`src/rtl/intr_pkg.sv`:
```
// Shared constants and types for the interrupt controller.
// Latency: n/a (declarations only).
// Backpressure: n/a.
package intr_pkg;
    localparam int NUM_IRQ = 8;
    localparam int IRQ_W   = 3;
    localparam logic [NUM_IRQ-1:0] MASK_RST = 8'hFF;

    // Priority rank carries one extra bit so "nothing in service" (8) ranks
    // below every real source and a plain less-than decides preemption.
    localparam logic [IRQ_W:0] PRIO_NONE = 4'd8;

    typedef logic [NUM_IRQ-1:0] irq_vec_t;
    typedef logic [IRQ_W-1:0]   irq_idx_t;
endpackage

```
`src/rtl/intr_if.sv`:
```
// CPU-side bus of the interrupt controller: request lines, mask write, ack/eoi, status.
// Latency: n/a (wires only).
// Backpressure: none; iack/eoi are single-cycle pulses.
// Ports: master = CPU/stimulus side, slave = controller side.
interface intr_if;
    import intr_pkg::*;

    irq_vec_t req;
    logic     mask_we;
    irq_vec_t mask_wdata;
    logic     iack;
    logic     eoi;
    logic     interrupt;
    irq_idx_t irq;
    irq_vec_t pending;
    irq_vec_t in_service;
    irq_vec_t mask;

    modport master (
        output req, mask_we, mask_wdata, iack, eoi,
        input  interrupt, irq, pending, in_service, mask
    );

    modport slave (
        input  req, mask_we, mask_wdata, iack, eoi,
        output interrupt, irq, pending, in_service, mask
    );
endinterface

```
`src/rtl/prio_enc8.sv`:
```
// Fixed-priority encoder: index of the lowest set bit of an 8-bit vector, plus valid.
// Latency: combinational.
// Backpressure: none.
// Ports: i_vec in, o_idx lowest set index (0 when empty), o_vld any bit set.
module prio_enc8
    import intr_pkg::*;
(
    input  logic [7:0] i_vec,
    output irq_idx_t   o_idx,
    output logic       o_vld
);
    // Scan high to low so the lowest set index is the last one written.
    always_comb begin
        o_idx = '0;
        o_vld = 1'b0;
        for (int i = 7; i >= 0; i--) begin
            if (i_vec[i]) begin
                o_idx = irq_idx_t'(i);
                o_vld = 1'b1;
            end
        end
    end
endmodule

```
`src/rtl/intr_ctrl.sv`:
```
// Edge-triggered, fixed-priority, nesting interrupt controller (index 0 highest).
// Latency: req rise sampled at edge k -> pending after k, interrupt/irq after k+1.
// Backpressure: interrupt holds until iack or until it loses eligibility; iack ignored while idle.
// Ports: clock, reset (sync, active high), bus (intr_if.slave: req/mask/iack/eoi in, status out).
module intr_ctrl
    import intr_pkg::*;
#(
    parameter int                 NUM_IRQ  = intr_pkg::NUM_IRQ,
    parameter logic [NUM_IRQ-1:0] MASK_RST = intr_pkg::MASK_RST
)(
    input  logic  clock,
    input  logic  reset,
    intr_if.slave bus
);
    logic [NUM_IRQ-1:0] r_req_d;
    logic [NUM_IRQ-1:0] r_pending;
    logic [NUM_IRQ-1:0] r_in_service;
    logic [NUM_IRQ-1:0] r_mask;
    logic               r_rst_q;
    logic               r_interrupt;
    irq_idx_t           r_irq;

    logic [NUM_IRQ-1:0] w_edge;
    logic [NUM_IRQ-1:0] w_cand;
    logic [NUM_IRQ-1:0] w_ack_set;
    logic [NUM_IRQ-1:0] w_eoi_clr;
    irq_idx_t           w_hp_idx;
    irq_idx_t           w_cur_idx;
    logic               w_hp_vld;
    logic               w_cur_vld;
    logic [IRQ_W:0]     w_cur_rank;
    logic               w_fire;
    logic               w_ack;

    // The history register is cleared by reset, so on the first edge after
    // reset a line that was held high would look like a fresh rise. r_rst_q
    // suppresses edges for that one cycle; the line must fall and rise again.
    assign w_edge = bus.req & ~r_req_d & {NUM_IRQ{~r_rst_q}};
    assign w_cand = r_pending & ~r_mask;

    prio_enc8 u_enc_cand (
        .i_vec (w_cand),
        .o_idx (w_hp_idx),
        .o_vld (w_hp_vld)
    );

    prio_enc8 u_enc_isr (
        .i_vec (r_in_service),
        .o_idx (w_cur_idx),
        .o_vld (w_cur_vld)
    );

    // Strictly higher priority than the current service level may preempt.
    assign w_cur_rank = w_cur_vld ? {1'b0, w_cur_idx} : PRIO_NONE;
    assign w_fire     = w_hp_vld && ({1'b0, w_hp_idx} < w_cur_rank);

    assign w_ack     = bus.iack & r_interrupt;
    assign w_ack_set = w_ack ? (NUM_IRQ'(1) << r_irq) : '0;
    assign w_eoi_clr = (bus.eoi && w_cur_vld) ? (NUM_IRQ'(1) << w_cur_idx) : '0;

    always_ff @(posedge clock) begin
        if (reset) begin
            r_req_d      <= '0;
            r_rst_q      <= 1'b1;
            r_pending    <= '0;
            r_in_service <= '0;
            r_mask       <= MASK_RST;
            r_interrupt  <= 1'b0;
            r_irq        <= '0;
        end else begin
            r_rst_q      <= 1'b0;
            r_req_d      <= bus.req;
            // A new edge on the source being acknowledged re-arms it.
            r_pending    <= (r_pending & ~w_ack_set) | w_edge;
            // eoi retires the old top level before the acknowledged bit lands.
            r_in_service <= (r_in_service & ~w_eoi_clr) | w_ack_set;
            if (bus.mask_we) begin
                r_mask <= bus.mask_wdata;
            end
            if (w_ack) begin
                r_interrupt <= 1'b0;
            end else begin
                r_interrupt <= w_fire;
                if (w_fire) begin
                    r_irq <= w_hp_idx;
                end
            end
        end
    end

    assign bus.interrupt  = r_interrupt;
    assign bus.irq        = r_irq;
    assign bus.pending    = r_pending;
    assign bus.in_service = r_in_service;
    assign bus.mask       = r_mask;
endmodule

```
`src/flat_wrapper.sv`:
```
// flat-port wrapper written by rule: the top's interface ports become plain ports
module intr_ctrl_flat import intr_pkg::*;
#(
    parameter int                 NUM_IRQ  = intr_pkg::NUM_IRQ,
    parameter logic [NUM_IRQ-1:0] MASK_RST = intr_pkg::MASK_RST
)
  (clock, reset, bus_req, bus_mask_we, bus_mask_wdata, bus_iack, bus_eoi, bus_interrupt, bus_irq, bus_pending, bus_in_service, bus_mask);
  intr_if bus_i ();
  input  logic clock;
  input  logic reset;
  input wire logic [$bits(bus_i.req)-1:0] bus_req;
  input wire logic [$bits(bus_i.mask_we)-1:0] bus_mask_we;
  input wire logic [$bits(bus_i.mask_wdata)-1:0] bus_mask_wdata;
  input wire logic [$bits(bus_i.iack)-1:0] bus_iack;
  input wire logic [$bits(bus_i.eoi)-1:0] bus_eoi;
  output wire logic [$bits(bus_i.interrupt)-1:0] bus_interrupt;
  output wire logic [$bits(bus_i.irq)-1:0] bus_irq;
  output wire logic [$bits(bus_i.pending)-1:0] bus_pending;
  output wire logic [$bits(bus_i.in_service)-1:0] bus_in_service;
  output wire logic [$bits(bus_i.mask)-1:0] bus_mask;
  assign bus_i.req = bus_req;
  assign bus_i.mask_we = bus_mask_we;
  assign bus_i.mask_wdata = bus_mask_wdata;
  assign bus_i.iack = bus_iack;
  assign bus_i.eoi = bus_eoi;
  assign bus_interrupt = bus_i.interrupt;
  assign bus_irq = bus_i.irq;
  assign bus_pending = bus_i.pending;
  assign bus_in_service = bus_i.in_service;
  assign bus_mask = bus_i.mask;
  intr_ctrl #(.NUM_IRQ(NUM_IRQ), .MASK_RST(MASK_RST)) u_core (.clock(clock), .reset(reset), .bus(bus_i));
endmodule
```
`config.mk`:
```
export PLATFORM = sky130hd
export DESIGN_NAME = intr_ctrl_flat
export DESIGN_NICKNAME = d
export VERILOG_FILES = /design/src/rtl/intr_pkg.sv /design/src/rtl/intr_if.sv /design/src/rtl/prio_enc8.sv /design/src/rtl/intr_ctrl.sv /design/src/flat_wrapper.sv
export SDC_FILE = /design/constraint.sdc
export NUM_CORES = 1
export LEC_CHECK = 0
export BUFFER_PORTS_ARGS = -buffer_cell sky130_fd_sc_hd__buf_2
export CAP_MARGIN = 0
export CORE_MARGIN = 2
export CORE_UTILIZATION = 35
export DETAILED_ROUTE_END_ITERATION = 8
export MAX_ROUTING_LAYER = met4
export PLACE_DENSITY = 0.67
export SLEW_MARGIN = 20
export SYNTH_ARGS = -nofsm -noshare
export SYNTH_HDL_FRONTEND = slang
export SYNTH_HIERARCHICAL = 1
export SYNTH_SLANG_ARGS = --single-unit
```
`constraint.sdc`:
```
create_clock -name clock -period 4.2 [get_ports clock]
set_clock_uncertainty 0.15 [all_clocks]
set_input_delay 0.21 -clock clock [delete_from_list [all_inputs] [get_ports clock]]
set_output_delay 0.21 -clock clock [all_outputs]
set_load 0.02 [all_outputs]
```
# Word level (Yosys, flattened, before mapping)
# Index checks and enable logic that the tools add are counted.
classes:
  order_cmp: 1
  n_shift: 2
  muxes: 36
  bitwise_logic: 14
  reduce_logical: 4
ops:
  columns: ["op", "n"]
  rows:
  - ["two-way mux 3 bit", 16]
  - ["AND 8 bit", 5]
  - ["NOT 8 bit", 4]
  - ["two-way mux 1 bit", 17]
  - ["two-way mux 8 bit", 2]
  - ["OR 8 bit", 2]
  - ["<< shifter 1 x 3 -> 8 bit (first input constant)", 2]
  - ["< comparator 3 x 4 -> 1 bit", 1]
  - ["two-way mux 4 bit", 1]
  - ["logical AND 1 bit", 2]
  - ["NOT 1 bit", 2]
  - ["AND reduction 2 bit", 1]
  - ["OR reduction 2 bit", 1]
  - ["AND 1 bit", 1]
totals:
  register_bits: 37
  in_bits: 21
  word_cells: 64

# Longest topological paths before layout
# Gate-level depths: netlist (run 1).
depth:
  depth_word: 13
  ltp_mapped: 9
  ltp_nobuf: 9

# By module
# The synthesis (run 1) kept the hierarchy.
modules_own_cells:
  columns: ["mod", "instances", "cells_each", "area_per_inst_um2", "seq_area_each_um2"]
  rows:
  - ["intr_ctrl", 1, 164, 1540.2, 740.7]
  - ["prio_enc8", 2, 13, 80.1, 0.0]

# Least setup slack after synthesis (run 1)
# OpenSTA, ideal clock, no wires.
synth_timing:
  path_kind: "register -> register"
  from: "register u_core.r_in_service[7] (netlist: u_core/bus.in_service[7])"
  to: "register u_core.r_interrupt (netlist: u_core/bus.interrupt)"
  setup_time_ns: 0.116
  arrival_ns: 1.888
  path_slack_ns: 2.046
  path_stages_with_launch: 9
  n_path_buf: 0
  synth_period_minus_slack_ns: 2.154
  path_cell_list: "dfxtp_1 > o21ai_0 > a211oi_1 > nand2_1 > ha_1 > nand2_1 > o21ai_4 > nand2_1 > and3b_1"
synth_between:
  elab_chain_cells: 11
  elab_cells_between_ends: 19
  cone_classes: "1 x order compare; 17 x mux; 1 x reduce/logical"
synth_lines:
  columns: ["item", "line_no", "rtl"]
  rows:
  - ["from (decl)", "intr_ctrl.sv:17", "logic [NUM_IRQ-1:0] r_in_service;"]
  - ["from (signal assigned)", "intr_ctrl.sv:76", "r_in_service <= (r_in_service & ~w_eoi_clr) | w_ack_set;"]
  - ["two-way mux 3 bit (8 in series)", "prio_enc8.sv:17", "if (i_vec[i]) begin"]
  - ["net u_core.w_cur_idx[1]", "intr_ctrl.sv:28", "irq_idx_t w_cur_idx;"]
  - ["two-way mux 4 bit", "intr_ctrl.sv:54", "assign w_cur_rank = w_cur_vld ? {1'b0, w_cur_idx} : PRIO_NONE;"]
  - ["< comparator 3 x 4 -> 1 bit", "intr_ctrl.sv:55", "assign w_fire = w_hp_vld && ({1'b0, w_hp_idx} < w_cur_rank);"]
  - ["logical AND 1 bit", "intr_ctrl.sv:55", null]
  - ["to (signal assigned)", "intr_ctrl.sv:83", "r_interrupt <= w_fire;"]
  - ["to (decl)", "intr_ctrl.sv:20", "logic r_interrupt;"]
# The timed path passes the listed nets, and every way through them passes these cells.
# A chain may end at the register's enable or synchronous reset.

# Worst setup path after layout (run 1)
layout_timing:
  from: "register u_core.r_in_service[5] (netlist: u_core/bus.in_service[5])"
  to: "register u_core.r_interrupt (netlist: u_core/bus.interrupt)"
layout_between:
  elab_chain_cells: 9
  elab_cells_between_ends: 15
  cone_classes: "1 x order compare; 13 x mux; 1 x reduce/logical"
layout_lines:
  columns: ["item", "line_no"]
  rows:
  - ["two-way mux 3 bit (6 in series)", "prio_enc8.sv:17"]
  - ["net u_core.w_cur_idx[1]", "intr_ctrl.sv:28"]
  - ["two-way mux 4 bit", "intr_ctrl.sv:54"]
  - ["< comparator 3 x 4 -> 1 bit", "intr_ctrl.sv:55"]
  - ["logical AND 1 bit", "intr_ctrl.sv:55"]
# The timed path passes the listed nets, and every way through them passes these cells.

==> results.py, run 1 <==
metrics = {
    "status": {
        "status": "completed",
    },
    "run": {
        "maxCapViolCount": 0,
    },
    "setup_path": {
        "critPathKind": "register to register",
        "reg2regPathDepth": 9,
        "reg2reg_slack_ps": 1870,
        "crit_buf_inv": 0,
        "r2r-start": "u_core/bus.in_service[5]",
        "cp_slowest_cell": "a211oi_1",
        "r2r-end": "u_core/bus.interrupt",
        "worstPathRequired_ps": 4230,
        "cpPeakStageDelay_ps": 580,
        "crit_top_cell": "nand2_1",
        "end_kind": "register",
        "cp.arrival_ps": 2370,
        "path_cells": "nor2_1 > o21ai_0 > a211oi_1 > nand2_1 > ha_1 > nand2_1 > o21ai_4 > nand2_1 > and3b_1",
        "crit_path_start_kind": "register",
        "cp_top_family": "compound AO/OA/AOI/OAI gates",
        "cp_max_fo": 7,
    },
    "global_routing": {
        "grt_pass1_vias": 1416,
        "grt_usage": 0.165,
        "antenna_found_initial": 0,
        "overflow": 0,
        "grt_max_degree": 47,
        "grt_pass1_wl_um": 6680,
    },
    "floorplanning": {
        "die_width_um": 73.7,
        "start_util": 0.362,
        "dieArea_um2": 5430,
        "die_h_um": 73.7,
        "rows": 25,
        "ios": 49,
        "design.core.area_um2": 4690,
    },
    "synth": {
        "yosys_warnings": 6,
        "synth_cell_types": 34,
        "synth_edf_count": 0,
        "synth_top_family_by_area": "simple AND/OR/NAND/NOR gates",
        "syn-mean-instance-area_um2": 8.95,
        "ys_ff_latch": 37,
        "synth-seq-area-share": 0.436,
        "synth_fa_ha_area_frac": 0.0147,
        "syn_area_um2": 1700,
        "async_flop_share": 0,
        "syn-num-nets": 213,
        "synth-simple-area-share": 0.308,
        "synth-main-ff-cell": "dfxtp_1",
        "synthMuxAreaShare": 0,
        "postSynthCellCount": 190,
        "synth_compound_gate_area_share": 0.208,
        "synth_xor_area_frac": 0,
    },
    "finish": {
        "final_util": 0.472,
        "final_area_um2": 2210,
        "multi_input_area_um2": 902,
        "drive_gt1_frac": 0.250,
        "diodes": 0,
        "fin_nets": 274,
        "seq_area_um2": 741,
        "syn_to_final_growth_pct": 30.2,
        "fillCellCount": 430,
    },
    "power_and_ir_drop": {
        "ir_worst_vdd_uv": 235,
        "switchingPower_mw": 0.210,
        "comb_power_share": 0.151,
        "power_frac_seq": 0.473,
        "swShare": 0.258,
        "total_power_mw": 0.811,
        "internal_power_mw": 0.602,
        "power_density_nw_per_um2": 367,
        "leakagePower_nw": 0.906,
        "p_clk_frac": 0.376,
    },
    "clocking": {
        "cts_root_buf": "clkbuf_8",
        "cts_tree": "built",
        "path_clk_slew_ps": 80,
        "clk_path_buf_depth": 2,
        "cts_resized": 0,
        "cts.sinks": 37,
        "cts_made_buffers": 5,
        "clock_latency_ps": 290,
        "cts_htree_levels": 2,
    },
    "sta": {
        "finalSetupViolCount": 0,
        "min_period_over_period": 0.556,
        "worstMarginPinSlew_ps": 906,
        "fmax_mhz": 428,
        "rsz0062_at_grt": "no",
        "fin_setup_tns_ps": 0,
        "timing.final.ws_setup_ps": 1870,
        "slew_headroom": 0.388,
        "layout_min_cycle_time_ps": 2330,
        "hold_violations": 0,
        "slew_violations": 0,
    },
    "routing": {
        "vias": 1580,
        "detail-route-antenna-nets": 0,
        "drc": 0,
        "post_drt_via_cell_ratio": 5.16,
        "wl_per_cell_um": 13.1,
        "wirelength_um": 4010,
        "drt_pass1_iterations": 4,
        "first_iter_violations": 90,
    },
    "hold_path": {
        "hp-start": "bus_req[2]",
        "hold_end": "u_core/r_req_d[2]",
        "hold_class": "primary input to register",
        "worstHoldPathCells": 2,
    },
    "placed_design": {
        "io_buffers": 48,
        "place_hpwl_um": 2980,
        "gp_congestion": 0.868,
        "place_area_um2": 1960,
        "dpl_worst_slack_ps": 1890,
    },
}
-- power by group through the flow --
stage | clock [mW] | sequential, mW | combinational (mW)
after global routing | 0.336 | 0.387 | 0.135
final | 0.305 | 0.384 | 0.123
after CTS | 0.314 | 0.384 | 0.123
after detailed placement | 0 | 0.392 | 0.112
after floorplan | 0 | 0.405 | 0.0639
after global placement | 0 | 0.392 | 0.111
-- what timing repair did --
item	4_1_cts	5_1_grt
endpoints found under the hold margin	14	0
buffers inserted	0	0
hold buffers	14	0
-- metrics by stage --
| stage | hold WS (ps) | instances |
|---|---|---|
| after detailed placement | 269 | 284 |
| after floorplan | 87.7 | 190 |
| after global routing | 10.3 | 306 |
| after global placement | 265 | 284 |
| after CTS | 0.427 | 306 |
| final | 15.0 | 306 |
-- flip-flops by register name, summed over array words and instances (netlist names) --
register and count:
u_core/bus.irq 3, u_core/bus.in_service 8, u_core/bus.mask 8, u_core/bus.interrupt 1, u_core/bus.pending 8, u_core/r_req_d 8
u_core/r_rst_q 1
-- cell usage in the layout, fill, tap and decap left out --
cell type | netlist | layout
bufinv_16 | 0 | 1
nand3b_1 | 4 | 4
nand4b_1 | 3 | 3
nor2_1 | 21 | 21
dlygate4sd3_1 | 0 | 14
buf_2 | 3 | 48
a211oi_1 | 2 | 2
o41ai_1 | 2 | 2
o211ai_1 | 3 | 3
o21ai_0 | 8 | 8
o31ai_1 | 2 | 2
o21bai_1 | 2 | 2
nor2b_4 | 1 | 1
clkbuf_8 | 0 | 5
nand2b_1 | 2 | 2
nor4_1 | 2 | 2
a211o_1 | 8 | 8
clkinv_4 | 0 | 1
a22oi_1 | 8 | 8
dfxtp_1 | 37 | 37
nand3_1 | 3 | 3
nand2_1 | 13 | 13
nor4_2 | 2 | 2
o21ai_4 | 1 | 1
and3_2 | 1 | 1
and3b_1 | 1 | 1
clkinvlp_4 | 0 | 1
ha_1 | 2 | 2
and3b_2 | 1 | 1
and2b_1 | 2 | 2
inv_1 | 2 | 2
nor2b_1 | 28 | 28
a21boi_2 | 1 | 1
nor3b_1 | 6 | 6
a21oi_1 | 14 | 14
-- layout make-up --
type | count | area share
Clock inverter | 3 | 0.0209
Inverter | 2 | 0.00339
Multi-Input combinational cell | 143 | 0.408
Timing Repair Buffer | 62 | 0.172
Tap cell | 54 | 0.0305
Sequential cell | 37 | 0.335
Clock buffer | 5 | 0.0311
-- logic make-up after synthesis --
kind of cell | Yosys count
buf+inv | 10
simple gates | 90
fa+ha+maj | 2
compound gates | 51
flops | 37
-- Yosys cell counts (all sizes together), types with 4 or more instances --
library cell,number,area [um^2]
nand3b,4,30.0
buf,7,45.0
a211o,8,70.1
nand2,13,48.8
nor4,4,37.5
nor2,21,78.8
a22oi,8,60.1
nor3b,6,45.0
o21ai,9,56.3
dfxtp,37,741
nor2b,29,189
a21oi,14,70.1
-- per-layer routing --
| metal | GRT usage | share of wire | up-vias |
|---|---|---|---|
| met3 | 0.0412 | 0.053 | 2 |
| met2 | 0.244 | 0.46 | 48 |
| met4 | 0.0545 | 0.0032 | 0 |
| met1 | 0.219 | 0.48 | 732 |
| li1 | - | - | 798 |
| met5 | - | 0 | - |
-- worst max path at each step --
stage                                 endpoint                startpoint  cells past startpoint
final                     u_core/bus.interrupt  u_core/bus.in_service[5]                      9
after global routing      u_core/bus.interrupt  u_core/bus.in_service[5]                      9
after CTS                 u_core/bus.interrupt  u_core/bus.in_service[5]                      9
after detailed placement  u_core/bus.interrupt  u_core/bus.in_service[5]                      9
after global placement    u_core/bus.interrupt     u_core/bus.pending[5]                      7
after floorplan           u_core/bus.interrupt  u_core/bus.in_service[7]                      8
Note: power is estimated with default switching activity, not from simulation.
==> inputs of run 2 (changes only) <==
==> constraint.sdc (replaced) <==
create_clock -name clock -period 2.4 [get_ports clock]
set_clock_uncertainty 0.15 [all_clocks]
set_input_delay 0.12 -clock clock [delete_from_list [all_inputs] [get_ports clock]]
set_output_delay 0.12 -clock clock [all_outputs]
set_load 0.02 [all_outputs]
==> run 2 against run 1 <==
Effect of this change: non-clock buffer count up 6; critical path type unchanged; global-route usage is 0.34 points higher; sequential power increased by 75%; worst hold slack better by 100 ps; first-iteration DRC count is 10% higher; wire length rose by 7.4%; via count is 2.5% higher; setup slack got worse by 1700 ps; power rose by 78%.
==> results.py, run 2 (synthesized netlist as in run 1, its figures left out) <==
metrics = {
    "status": {
        "status": "completed",
    },
    "setup_path": {
        "crit_top_cell": "nor2b_1",
        "cp_max_fo": 7,
        "crit_path_start_kind": "register",
        "path_cells": "nor2b_1 > nor4_2 > nor2b_1 > ha_1 > a21oi_1 > o21ai_4 > nand4b_1 > o211ai_1",
        "cpPeakStageDelay_ps": 340,
        "crit_end": "u_core/bus.irq[0]",
        "cp.depth": 8,
        "cp_slowest_cell": "nor4_2",
        "critPathLaunch": "u_core/bus.pending[2]",
        "critPathKind": "register to register",
        "cp_top_family": "simple AND/OR/NAND/NOR gates",
        "end_kind": "register",
        "crit_buf_inv": 0,
        "worstPathRequired_ps": 2430,
        "cp.arrival_ps": 2240,
        "r2r-end": "u_core/bus.irq[0]",
        "reg2reg_slack_ps": 180,
        "reg2regPathDepth": 8,
        "r2r-start": "u_core/bus.pending[2]",
    },
    "routing": {
        "post_drt_via_cell_ratio": 5.19,
        "detail-route-antenna-nets": 0,
        "drc": 0,
        "drt_pass1_iterations": 4,
        "vias": 1619,
        "wl_per_cell_um": 13.8,
        "first_iter_violations": 99,
        "wirelength_um": 4310,
    },
    "finish": {
        "multi_input_area_um2": 908,
        "diodes": 0,
        "drive_gt1_frac": 0.264,
        "final_cell_mix": "48 x buf_2, 37 x dfxtp_1, 28 x nor2b_1",
        "fillCellCount": 460,
        "finalNonFillerCells": 312,
        "final_area_um2": 2270,
        "layout_commonest_cell": "buf_2",
        "fin_nets": 280,
        "syn_to_final_growth_pct": 33.5,
        "seq_area_um2": 741,
    },
    "global_routing": {
        "antenna_found_initial": 0,
        "grt_pass1_vias": 1401,
        "grt_pass1_wl_um": 6780,
        "overflow": 0,
        "grt_max_degree": 47,
        "grt_usage": 0.168,
    },
    "clocking": {
        "clk_path_buf_depth": 2,
        "path_clk_slew_ps": 80,
        "cts_made_buffers": 5,
        "cts_htree_levels": 2,
        "clock_latency_ps": 300,
        "cts_tree": "built",
        "cts.sinks": 37,
        "cts_root_buf": "clkbuf_8",
    },
    "floorplanning": {
        "dieArea_um2": 5430,
        "die_h_um": 73.7,
        "ios": 49,
        "die_width_um": 73.7,
        "design.core.area_um2": 4690,
        "rows": 25,
        "start_util": 0.362,
    },
    "power_and_ir_drop": {
        "leakagePower_nw": 0.938,
        "power_density_nw_per_um2": 635,
        "ir_worst_vdd_uv": 314,
    },
    "sta": {
        "finalSetupViolCount": 0,
        "layout_min_cycle_time_ps": 2220,
        "rsz0062_at_grt": "no",
        "slew_headroom": 0.487,
        "min_period_over_period": 0.923,
        "fmax_mhz": 451,
        "slew_violations": 0,
        "hold_violations": 0,
        "worstMarginPinSlew_ps": 769,
        "fin_setup_tns_ps": 0,
    },
    "run": {
        "maxCapViolCount": 0,
    },
    "placed_design": {
        "dp.cells": 288,
        "io_buffers": 48,
        "gp_congestion": 0.805,
        "place_area_um2": 1990,
        "place_hpwl_um": 2980,
    },
    "hold_path": {
        "hold_class": "primary input to register",
    },
}
run 2: cell types whose count changed in the layout (fill, tap and decap cells not counted), sizes merged:
cell,delta
buf,+4
dlygate4sd3,+2
run 2: worst min path at each step:
stage | startpoint | depth (start not counted) | endpoint | slack [ps]
detailed placement | bus_mask_wdata[0] | 2 | u_core/bus.mask[0] | 180
global placement | bus_mask_wdata[0] | 2 | u_core/bus.mask[0] | 170
floorplan | reset | 0 | u_core/r_rst_q | -2
global route | bus_iack | 3 | u_core/bus.interrupt | 140
CTS | bus_mask_we | 2 | u_core/bus.mask[5] | 110
finish | bus_mask_we | 2 | u_core/bus.mask[5] | 120
run 2: power by group:
group | switching (mW) | leakage, nW | internal, mW
clock | 0.236 | 0.0543 | 0.311
sequential | 0.0265 | 0.305 | 0.646
combinational | 0.120 | 0.578 | 0.103
total | 0.382 | 0.938 | 1.06
run 2: timing repair:
action	in CTS	in global routing
hold buffers	16	0
buffers inserted	0	0
resized for setup	0	1
setup endpoints to repair	0	1
endpoints found under the hold margin	24	0
run 2: routing by layer:
metal / up-vias / global-route usage / share of wire
li1: 810 / - / -
met1: 758 / 0.218 / 0.46
met2: 45 / 0.254 / 0.48
met3: 6 / 0.0439 / 0.054
met4: 0 / 0.0545 / 0.012
met5: - / - / 0
run 2: worst reg2reg max path: stages (launching register included):
cell      delay (ps)
dfxtp_1          330
nor2b_1          180
nor4_2           340
nor2b_1          260
ha_1             270
a21oi_1          220
o21ai_4          130
nand4b_1         130
o211ai_1         100
run 2: final cells by class:
type                            instances  area share
Timing Repair Buffer                   68       0.190
Tap cell                               54      0.0298
Clock inverter                          3      0.0204
Multi-Input combinational cell        143       0.400
Sequential cell                        37       0.326
Inverter                                2     0.00331
Clock buffer                            5      0.0303
run 2: through the flow:
step                setup WS (ps)  power [mW]  hold WS (ps)  utilization
global placement              268       0.885           174        0.424
detailed placement            245       0.887           181        0.424
finish                        185        1.44           120        0.484
CTS                           201        1.46           111        0.482
global route                 6.84        1.50           143        0.484
floorplan                     246       0.821         -2.28            -
==> inputs of run 3 (changes only) <==
--- a/config.mk
+++ b/config.mk
@@ -5,6 +5,7 @@
 export SDC_FILE = /design/constraint.sdc
 export NUM_CORES = 1
 export LEC_CHECK = 0
+export ABC_AREA = 1
 export BUFFER_PORTS_ARGS = -buffer_cell sky130_fd_sc_hd__buf_2
 export CAP_MARGIN = 0
 export CORE_MARGIN = 2
==> run 3 against run 2 <==
Effect of this change: die area fell by 1.3%; count of clock-buffer cells in the layout rose by 1; critical path depth rose by 4; design area fell by 2.3%; final cell count rose by 20%; flip-flop and latch count did not move; setup slack improved by 170 ps; critical path type unchanged; largest cell class is now flip-flops and latches.
==> results.py, run 3 <==
metrics = {
    "status": {
        "status": "completed",
    },
    "synth": {
        "syn-num-nets": 276,
        "synth_edf_count": 0,
        "synth_cell_types": 21,
        "synth_commonest_cells": "71 x nand2_1, 47 x inv_1, 37 x dfxtp_1",
        "syn-mean-instance-area_um2": 6.63,
        "postSynthCellCount": 253,
        "yosys_warnings": 6,
        "synth-main-ff-cell": "dfxtp_1",
        "yosysTopAreaCell": "dfxtp_1",
        "synth-seq-area-share": 0.441,
        "synth_top_area_frac": 0.441,
        "async_flop_share": 0,
        "ys_top_cells_by_area": "dfxtp_1 44%, nand2_1 16%, inv_1 11%",
        "syn_area_um2": 1680,
        "synth_most_common_cell": "nand2_1",
        "ys_ff_latch": 37,
    },
    "clocking": {
        "clock_latency_ps": 300,
        "cts.sinks": 37,
        "cts_tree": "built",
        "cts_setup_buffers": 0,
        "clk_path_buf_depth": 2,
        "cts_root_buf": "clkbuf_8",
        "cts_made_buffers": 5,
        "cts_htree_levels": 2,
        "path_clk_slew_ps": 70,
    },
    "power_and_ir_drop": {
        "leakagePower_nw": 1.10,
        "power_density_nw_per_um2": 627,
        "ir_worst_vdd_uv": 313,
    },
    "sta": {
        "fmax_mhz": 489,
        "hold_violations": 0,
        "slew_headroom": 0.665,
        "min_period_over_period": 0.852,
        "fin_setup_tns_ps": 0,
        "layout_min_cycle_time_ps": 2040,
        "slew_violations": 0,
        "hold_slack_ps": 1.03,
        "worstMarginPinSlew_ps": 503,
        "rsz0062_at_grt": "no",
        "finalSetupViolCount": 0,
    },
    "routing": {
        "vias": 1679,
        "wirelength_um": 4020,
        "drc": 0,
        "detail-route-antenna-nets": 0,
        "post_drt_via_cell_ratio": 4.50,
        "wl_per_cell_um": 10.8,
        "first_iter_violations": 87,
        "drt_pass1_iterations": 4,
    },
    "floorplanning": {
        "start_util": 0.360,
        "die_h_um": 73.2,
        "ios": 49,
        "dieArea_um2": 5360,
        "rows": 25,
        "design.core.area_um2": 4660,
        "die_width_um": 73.2,
    },
    "finish": {
        "finalNonFillerCells": 373,
        "syn_to_final_growth_pct": 32.2,
        "final_util": 0.476,
        "drive_gt1_frac": 0.194,
        "final_cell_mix": "71 x nand2_1, 48 x buf_2, 47 x inv_1",
        "fillCellCount": 482,
        "fin_nets": 341,
        "diodes": 0,
        "layout_commonest_cell": "nand2_1",
    },
    "global_routing": {
        "overflow": 0,
        "grt_pass1_wl_um": 6420,
        "grt_max_degree": 28,
        "antenna_found_initial": 0,
        "grt_pass1_vias": 1495,
        "grt_usage": 0.162,
    },
    "setup_path": {
        "cp_slowest_cell": "dfxtp_1",
        "crit_buf_inv": 1,
        "cp_top_family": "simple AND/OR/NAND/NOR gates",
        "critPathKind": "register to register",
        "path_cells": "or2_1 > nand3_1 > a31oi_1 > nand2_1 > ha_1 > nand2_1 > nand2_1 > nand2_2 > nand3_4 > nand2_1 > inv_1 > nor2_1",
        "cpPeakStageDelay_ps": 360,
        "crit_path_start_kind": "register",
        "cp_max_fo": 4,
        "reg2regPathDepth": 12,
        "cp.depth": 12,
        "cp.arrival_ps": 2130,
        "end_kind": "register",
        "crit_top_cell": "nand2_1",
        "worstPathRequired_ps": 2480,
    },
    "run": {
        "maxCapViolCount": 0,
    },
    "placed_design": {
        "place_hpwl_um": 3040,
        "gp_congestion": 0.825,
        "io_buffers": 48,
        "dp.cells": 349,
    },
    "hold_path": {
        "worstHoldPathCells": 3,
        "hold_class": "primary input to register",
    },
}
run 3: cell count changes after synthesis, sizes merged, moves of 10 or more:
cell,previous run,this run
nand2,13,73
nand3,3,13
nor2b,29,0
nor2,21,35
inv,2,48
run 3: metal layers:
| layer | up-vias | track usage | share of wire |
|---|---|---|---|
| met4 | 0 | 0.0741 | 0.018 |
| li1 | 899 | - | - |
| met5 | - | - | 0 |
| met2 | 44 | 0.249 | 0.45 |
| met1 | 728 | 0.200 | 0.49 |
| met3 | 8 | 0.0387 | 0.048 |
run 3: worst paths after layout:
check | startpoint | slack (ps) | end
max | u_core/bus.in_service[6] | 360 | u_core/bus.irq[2]
min | bus_mask_we | 1 | u_core/bus.mask[3]
max reg2reg | u_core/bus.in_service[6] | 360 | u_core/bus.irq[2]
min reg2reg | u_core/bus.pending[5] | 330 | u_core/bus.pending[5]
run 3: cell type report:
type                       instances  area [um^2]  area share
sequential                        37          741       0.334
multi-input combinational        162          733       0.331
timing repair buffer              64          400       0.180
inverter                          48          180      0.0812
clock buffer                       6         82.6      0.0372
tap                               54         67.6      0.0305
clock inverter                     2         13.8     0.00620
run 3: tightest hold or removal path, cell delays in order:
cell	delay [ps]
buf_2	170
nand2_1	60
nand3_1	60
run 3: power breakdown:
group,switching [mW],internal [mW]
logic,0.149,0.100
registers,0.0299,0.652
clock network,0.227,0.233
total,0.406,0.985
run 3: cells by family after synthesis:
family          after synthesis  share of synthesized area
simple gates                132                      0.337
flops                        37                      0.441
buf+inv                      54                      0.122
fa+ha+maj                     2                     0.0149
compound gates               28                     0.0850
run 3: metrics by stage:
stage	area (um^2)	total power, mW	setup WS, ps
3_5_place_dp	1960	0.926	405
4_1_cts	2220	1.40	372
6_report	2220	1.39	356
2_1_floorplan	1680	0.851	498
3_3_place_gp	1960	0.924	444
5_1_grt	2220	1.45	212
run 3: what timing repair did:
action,CTS,global route
hold buffers,16,0
endpoints found under the setup margin,0,0
resized for setup,0,0
endpoints found under the hold margin,24,0
